File: config.mk
export PLATFORM = sky130hd
export DESIGN_NAME = matmul_feed_controller
export DESIGN_NICKNAME = d
export VERILOG_FILES = /design/src/rtl/matmul_feed_controller.sv
export SDC_FILE = /design/constraint.sdc
export NUM_CORES = 1
export LEC_CHECK = 0
export CAP_MARGIN = 20
export CORE_MARGIN = 5
export CORE_UTILIZATION = 49
export CTS_CLUSTER_SIZE = 8
export DETAILED_ROUTE_END_ITERATION = 10
export PLACE_DENSITY = 0.79
export SYNTH_ARGS = -nofsm -noshare
export SYNTH_HDL_FRONTEND = slang
export SYNTH_SLANG_ARGS = --single-unit
File: constraint.sdc
create_clock -name Clock -period 2.6 [get_ports Clock]
set_clock_uncertainty 0.1 [all_clocks]
set_input_delay 0.52 -clock Clock [delete_from_list [all_inputs] [get_ports Clock]]
set_output_delay 0.52 -clock Clock [all_outputs]
set_load 0.02 [all_outputs]
File: src/rtl/matmul_feed_controller.sv
// matmul_feed_controller: feeds N skewed operand lanes into the systolic array, with clear/drain/done sequencing.
// Optional MATMUL_FEED_STALL_CNT_EN builds the FEED stall counter; otherwise stall_count is tied to 0.
module matmul_feed_controller #(
    parameter int N  = 3,
    parameter int W  = 16,
    parameter int KW = 8
) (
    input  logic            Clock,
    input  logic            Reset_n,
    input  logic            start,
    input  logic [KW-1:0]   k_len,
    input  logic            in_valid,
    output logic            in_ready,
    input  logic [N*W-1:0]  in_data,
    output logic            arr_clear,
    output logic            arr_en,
    output logic [N*W-1:0]  arr_data,
    output logic [N-1:0]    arr_valid,
    output logic            busy,
    output logic            done,
    output logic [15:0]     stall_count
);
    localparam int DW = $clog2(N + 1);
    typedef enum logic [2:0] {IDLE, CLEAR, FEED, DRAIN, DONE} state_t;
    state_t        state;
    logic [KW-1:0] k_lat, beat_cnt;
    logic [DW-1:0] drain_cnt;
    logic          xfer, sh, go;
    assign xfer = state == FEED && in_valid;
    assign sh   = xfer || state == DRAIN;
    assign go   = state == IDLE && start && k_len != '0;
    always_ff @(posedge Clock or negedge Reset_n) begin
        if (!Reset_n) begin
            state     <= IDLE;
            k_lat     <= '0;
            beat_cnt  <= '0;
            drain_cnt <= '0;
            in_ready  <= 1'b0;
            arr_clear <= 1'b0;
            arr_en    <= 1'b0;
            busy      <= 1'b0;
            done      <= 1'b0;
        end else begin
            arr_clear <= 1'b0;
            done      <= 1'b0;
            arr_en    <= sh;
            case (state)
                IDLE: if (go) begin
                    k_lat     <= k_len;
                    beat_cnt  <= '0;
                    drain_cnt <= '0;
                    arr_clear <= 1'b1;
                    busy      <= 1'b1;
                    state     <= CLEAR;
                end
                CLEAR: begin
                    in_ready <= 1'b1;
                    state    <= FEED;
                end
                FEED: if (in_valid) begin
                    if (beat_cnt != k_lat) beat_cnt <= beat_cnt + 1'b1;
                    if (beat_cnt == k_lat - 1'b1) begin
                        in_ready <= 1'b0;
                        state    <= DRAIN;
                    end
                end
                DRAIN: begin
                    drain_cnt <= drain_cnt + 1'b1;
                    if (drain_cnt == DW'(N - 1)) begin
                        done  <= 1'b1;
                        state <= DONE;
                    end
                end
                DONE: begin
                    busy  <= 1'b0;
                    state <= IDLE;
                end
                default: state <= IDLE;
            endcase
        end
    end
    // lane i is an (i+1)-deep chain; all lanes shift together so a stall keeps the diagonal intact
    for (genvar i = 0; i < N; i++) begin : g_lane
        logic [W-1:0] d [0:i];
        logic [i:0]   v;
        always_ff @(posedge Clock or negedge Reset_n) begin
            if (!Reset_n) begin
                for (int k = 0; k <= i; k++) d[k] <= '0;
                v <= '0;
            end else if (sh) begin
                d[0] <= xfer ? in_data[i*W +: W] : '0;
                v[0] <= xfer;
                for (int k = 1; k <= i; k++) begin
                    d[k] <= d[k-1];
                    v[k] <= v[k-1];
                end
            end
        end
        assign arr_data[i*W +: W] = d[i];
        assign arr_valid[i]       = v[i];
    end
`ifdef MATMUL_FEED_STALL_CNT_EN
    always_ff @(posedge Clock or negedge Reset_n) begin
        if (!Reset_n) stall_count <= '0;
        else if (go) stall_count <= '0;
        else if (state == FEED && !in_valid && stall_count != 16'hFFFF) stall_count <= stall_count + 1'b1;
    end
`else
    assign stall_count = '0;
`endif
endmodule

==> reports/metrics.csv <==
metric,value,unit
critical path class,reg2out,
CP Capture Type,output port,
Worst path depth,1,
floorplan row count,38,
Core ar.,10800,um^2
met3 routed WL,712,um
CP Launch Type,flip-flop,
Slew Limit Fails,0,
worst setup path start,g_lane[1].v[0],
Detailed Route WL,11400,um
Clock transition at path regs,0.06,ns
WP data arrival,1.54,ns
period utilization,83.2,%
initial drt markers,202,
Max Clk Rate,462,MHz
"top cells by area, synth","dfrtp_1 (58%), mux2_2 (10%), a22o_1 (8.0%), buf_4 (7.0%), nand2_1 (1.6%)",
Post-synth EDFFs,0,
Die Area,13200,um^2
HP Class,reg2reg,
Worst-Margin Slew,0.523,ns
fraction of power spent switching nets,34.0,%
Crit path max-delay family,buffers and inverters,
total congestion overflow,0,
Worst R2R Start,state[1],
number of global-route vias before repair,3719,
CP Cell Sequence,clkdlybuf4s50_1,
synth warn,0,
"FF+latch count, synth",125,
asr flop ratio synth,100,%
WL per Instance,17.2,um
Clock power frac,24.1,%
drt pass-1 iters,4,
Internal,6.31,mW
outcome,"complete, no violations",
Comb power frac,39.5,%
die height,115,um
Syn-to-layout area delta,30.8,%
mapped cell area,5390,um^2
crit-path max FO,3,
final worst path period need,2.16,ns
antenna cells,0,
metal1 wirelength,4970,um
top post-synthesis cells by count,"dfrtp_1 (125), buf_4 (50), mux2_2 (50)",
worst r2r dst,beat_cnt[7],
initial antenna violation count,0,
count of cell types in the netlist,41,
Placer Congestion,0.808,
CTS tree,done,
share of power burned in registers,36.4,%
CP peak stage delay,0.63,ns
most common cell in the netlist,dfrtp_1,
sw power,3.24,mW
Critical path buffers and inverters,1,
leak pwr,3.11,nW
number of max-cap violations,0,
routed wl met2,5590,um
RSZ-0062 raised after global routing,false,
Clock Latency Late Sink,0.51,ns
die width,115,um
Worst path slowest cell,clkdlybuf4s50_1,
Via density,5.34,
share of layout cells above drive strength 1,19.0,%
post-synth top area share,58.1,%
Setup TNS,0,ns
Max Used Layer,met4,
FF-to-FF path depth,6,
fin util,65.3,%
pwr/cell area,1360,nW/um^2
relative slew slack,65.2,%
I/O pin total,132,
top_reg_cell synth,dfrtp_1,
final hold violations,0,
clock root cell,clkbuf_8,
Initial Util,49.9,%
DRC,0,
"area leader, netlist",dfrtp_1,
# clock sinks,125,
Reg2Reg Setup Slack,0.46,ns
CTS Buf Count,17,
global-route wire length before repair,18800,um
worst vdd ir,0.636,mV
PortBufs,115,
CTS max path bufs,2,
final setup fails,0,
Final Net Count,576,
Critical path destination,arr_valid[0],
Final HPWL DP,7780,um
Cells after Synth,425,
"Seq/Total Area, Yosys",58.1,%
Detail Route Antenna Nets,0,
syn avg cell area,12.7,um^2
worst endpoint required time,1.98,ns
H-tree depth,4,
Global Route Usage Sum,18.3,%
vias,3559,
cts repair resizes,0,
largest net degree at the start of global routing,47,
[kinds of logic (layout without fill, tap and decap cells)]
family / Yosys count / after routing / share of synthesized area [%]
adder cells (fa/ha/maj): 3 / 3 / 0.697
AND/OR/NAND/NOR: 73 / 73 / 7.66
buffers and inverters: 80 / 166 / 9.50
multiplexers: 50 / 50 / 10.5
other: 1 / 16 / 0.0696
XOR/XNOR: 11 / 11 / 1.79
flip-flops: 125 / 125 / 58.1
AO/OA/AOI/OAI: 82 / 82 / 11.8
[cells in the final DEF (no fill, tap or decap), types with 8 or more instances in the layout]
master	netlist	layout
clkdlybuf4s50_1	0	114
conb_1	1	16
dfrtp_1	125	125
clkbuf_16	0	16
nor2_1	8	8
nand2_1	23	23
o21ai_0	13	13
mux2_2	50	50
a22o_1	49	49
xnor2_1	8	8
[timing repair]
item	CTS	global route
setup buffers	0	0
hold endpoints to repair	38	0
hold buffers	1	0
[per-stage QoR]
| stage | cells | hold WS [ns] | worst slack (ns) | power (mW) | cell area, um^2 |
|---|---|---|---|---|---|
| global route | 666 | 0.412 | 0.337 | 10.1 | 7050 |
| detailed placement | 633 | 0.381 | 0.0832 | 7.27 | 6450 |
| global placement | 633 | 0.379 | 0.136 | 7.11 | 6450 |
| CTS | 666 | 0.398 | 0.388 | 9.65 | 7050 |
| floorplan | 440 | 0.124 | 0.549 | 6.09 | 5440 |
| finish | 666 | 0.390 | 0.436 | 9.55 | 7050 |
[registers in the layout, summed over array words and instances (netlist names)]
| name | flops |
|---|---|
| arr_clear | 1 |
| arr_data | 32 |
| arr_en | 1 |
| beat_cnt | 8 |
| busy | 1 |
| done | 1 |
| drain_cnt | 2 |
| g_lane.d | 64 |
| g_lane.v | 3 |
| in_ready | 1 |
| k_lat | 8 |
| state | 3 |
[final cells by class]
class                   instances  area (um^2)
multi-input cells             235         1820
flip-flops and latches        125         3130
inverters                       8         35.0
clock buffers                  20          455
fillers                       826         3740
repair buffers                126         1300
well taps                     140          175
clock inverters                12          138
[power by group through the flow]
stage / Combinational (mW) / Sequential, mW / Clock, mW
3_3_place_gp: 3.67 / 3.44 / 0
3_5_place_dp: 3.78 / 3.49 / 0
6_report: 3.77 / 3.48 / 2.30
4_1_cts: 3.83 / 3.48 / 2.34
5_1_grt: 4.07 / 3.60 / 2.44
2_1_floorplan: 2.61 / 3.48 / 0
[layer usage]
layer	GRT usage [%]	vias to the layer above
met4	7.20	0
met1	24.0	1782
li1	-	1644
met5	0	-
met2	29.0	117
met3	4.84	16
[worst min path at each step]
stage                    startpoint               to  slack [ns]  cells past startpoint
global route        g_lane[2].d[25]     arr_data[41]        0.41                      1
detailed placement  g_lane[1].d[22]  g_lane[1].d[22]        0.38                      1
global placement    g_lane[1].d[17]  g_lane[1].d[17]        0.38                      1
CTS                 g_lane[1].d[28]  g_lane[1].d[28]        0.40                      1
finish              g_lane[1].d[25]  g_lane[1].d[25]        0.39                      1
floorplan                   Reset_n        arr_clear        0.12                      0
No activity file was read; power rests on OpenSTA's default activity.
==> patch, RTL diff (config.mk and constraints unchanged) <==
`W`: 16 -> 12.
--- a/src/rtl/matmul_feed_controller.sv
+++ b/src/rtl/matmul_feed_controller.sv
@@ -2,7 +2,7 @@
 // Optional MATMUL_FEED_STALL_CNT_EN builds the FEED stall counter; otherwise stall_count is tied to 0.
 module matmul_feed_controller #(
     parameter int N  = 3,
-    parameter int W  = 16,
+    parameter int W  = 12,
     parameter int KW = 8
 ) (
     input  logic            Clock,
Interface: changed (resized arr_data and in_data); port bits go from 132 to 108. No check against the original RTL was run, so the function may have changed too.
==> patch against the original RTL <==
Area after synthesis shrank 17%. Worst hold slack got worse by 390 ps. Sequential cell count down 24. Setup slack better by 34 ps. Highest routed layer unchanged. Design area is 22% lower. Synthesized cell count shrank 16%. Total power fell by 36%. Via count shrank 19%. Utilization shrank 2.9 points. Routed wire length down 23%.
==> patch: results (changes against the original RTL) <==
stage,metric,value,unit,change
yosys,synth.distinct_cells,52,,was 41
finish,fin_cells,537,,was 666
placement,dpl_worst_slack,109,ps,was 83.2 ps
finish,multi_input_area_share,0.288,,was 0.258
finish,multi_input_area,1580,sq um,was 1820 sq um
yosys,synth_common_cells,"101 x dfrtp_1, 41 x buf_4, 37 x mux2_2, 36 x a22o_1, 27 x nand2_1",,"was 125 x dfrtp_1, 50 x buf_4, 50 x mux2_2, 49 x a22o_1, 23 x nand2_1"
route,via_per_inst,5.38,,was 5.34
placement,gp_routability_congestion,0.836,,was 0.808
finish,largest_register_ffs,48,,was 64
placement,place_area,5280,sq um,was 6450 sq um
finish,sh_seq_area,0.460,,was 0.444
yosys,yosys-top-cells-area,"dfrtp_1 56%, mux2_2 9.3%, a22o_1 7.0%",,"was dfrtp_1 58%, mux2_2 10%, a22o_1 8.0%"
run_status,status,finished clean,,unchanged
setup_path,ff2ff_path_depth,7,,was 6
placement,place_hpwl,6400,microns,was 7780 microns
setup_path,cpPeakStageDelay,470,ps,was 630 ps
yosys,yosysSeqAreaShare,0.564,,was 0.581
setup_path,r2r-start,k_lat[0]$_DFFE_PN0P_,,was state[1]$_DFFE_PN0P_
global_routing,use_met1,0.210,,was 0.240
placement,dp.cells,521,,was 633
global_routing,first_global_vias,3021,,was 3719
setup_path,crit_family,compound AO/OA/AOI/OAI gates,,was buffers and inverters
placement,io_buffer_count,91,,was 115
power,ir_worst_vdd,0.368,mV,was 0.636 mV
route,wl,8780,microns,was 11400 microns
finish,nFlopsAndLatches,101,,was 125
cts,path_clk_slew,100,ps,was 60 ps
sta,holdWs,5.22,ps,was 390 ps
cts,clock_latency,350,ps,was 510 ps
setup_path,r2r-end,state[0]$_DFFE_PN0P_,,was beat_cnt[7]$_DFFE_PN0P_
finish,nets,475,,was 576
route,met3_length,488,microns,was 712 microns
setup_path,path_class,reg -> reg,,was reg -> out
sta,post-route-min-period,2130,ps,was 2160 ps
finish,num-multi-input-gates,205,,was 235
global_routing,grt_max_degree,45,,was 47
global_routing,use_met3,0.0410,,was 0.0484
route,m1WireLength,3800,microns,was 4970 microns
finish,drive_above_1_share,0.163,,was 0.190
patch: changes by cell type after synthesis, sizes merged, moves of 3 or more:
| cell | before | now |
|---|---|---|
| dfrtp | 125 | 101 |
| a22o | 49 | 36 |
| mux2 | 50 | 38 |
| buf | 60 | 53 |
| clkbuf | 12 | 7 |
| and2 | 5 | 1 |
| o21ai | 13 | 9 |
| nand2 | 24 | 27 |
| nor4 | 5 | 2 |
patch: kinds of logic after synthesis:
| kind of cell | Yosys count | synth area share |
|---|---|---|
| buffers and inverters | 68 | 0.0989 |
| adders and majority gates | 3 | 0.00838 |
| DFF | 101 | 0.564 |
| xor gates and xnor gates | 12 | 0.0282 |
| and+or+nand+nor | 65 | 0.0757 |
| AOI/OAI and AO/OA | 70 | 0.126 |
| muxes | 39 | 0.0978 |
| other | 1 | 0.000837 |
patch: power by group:
group,internal (mW),switching [mW]
combinational,1.27,1.11
sequential,2.24,0.454
clock,0.489,0.555
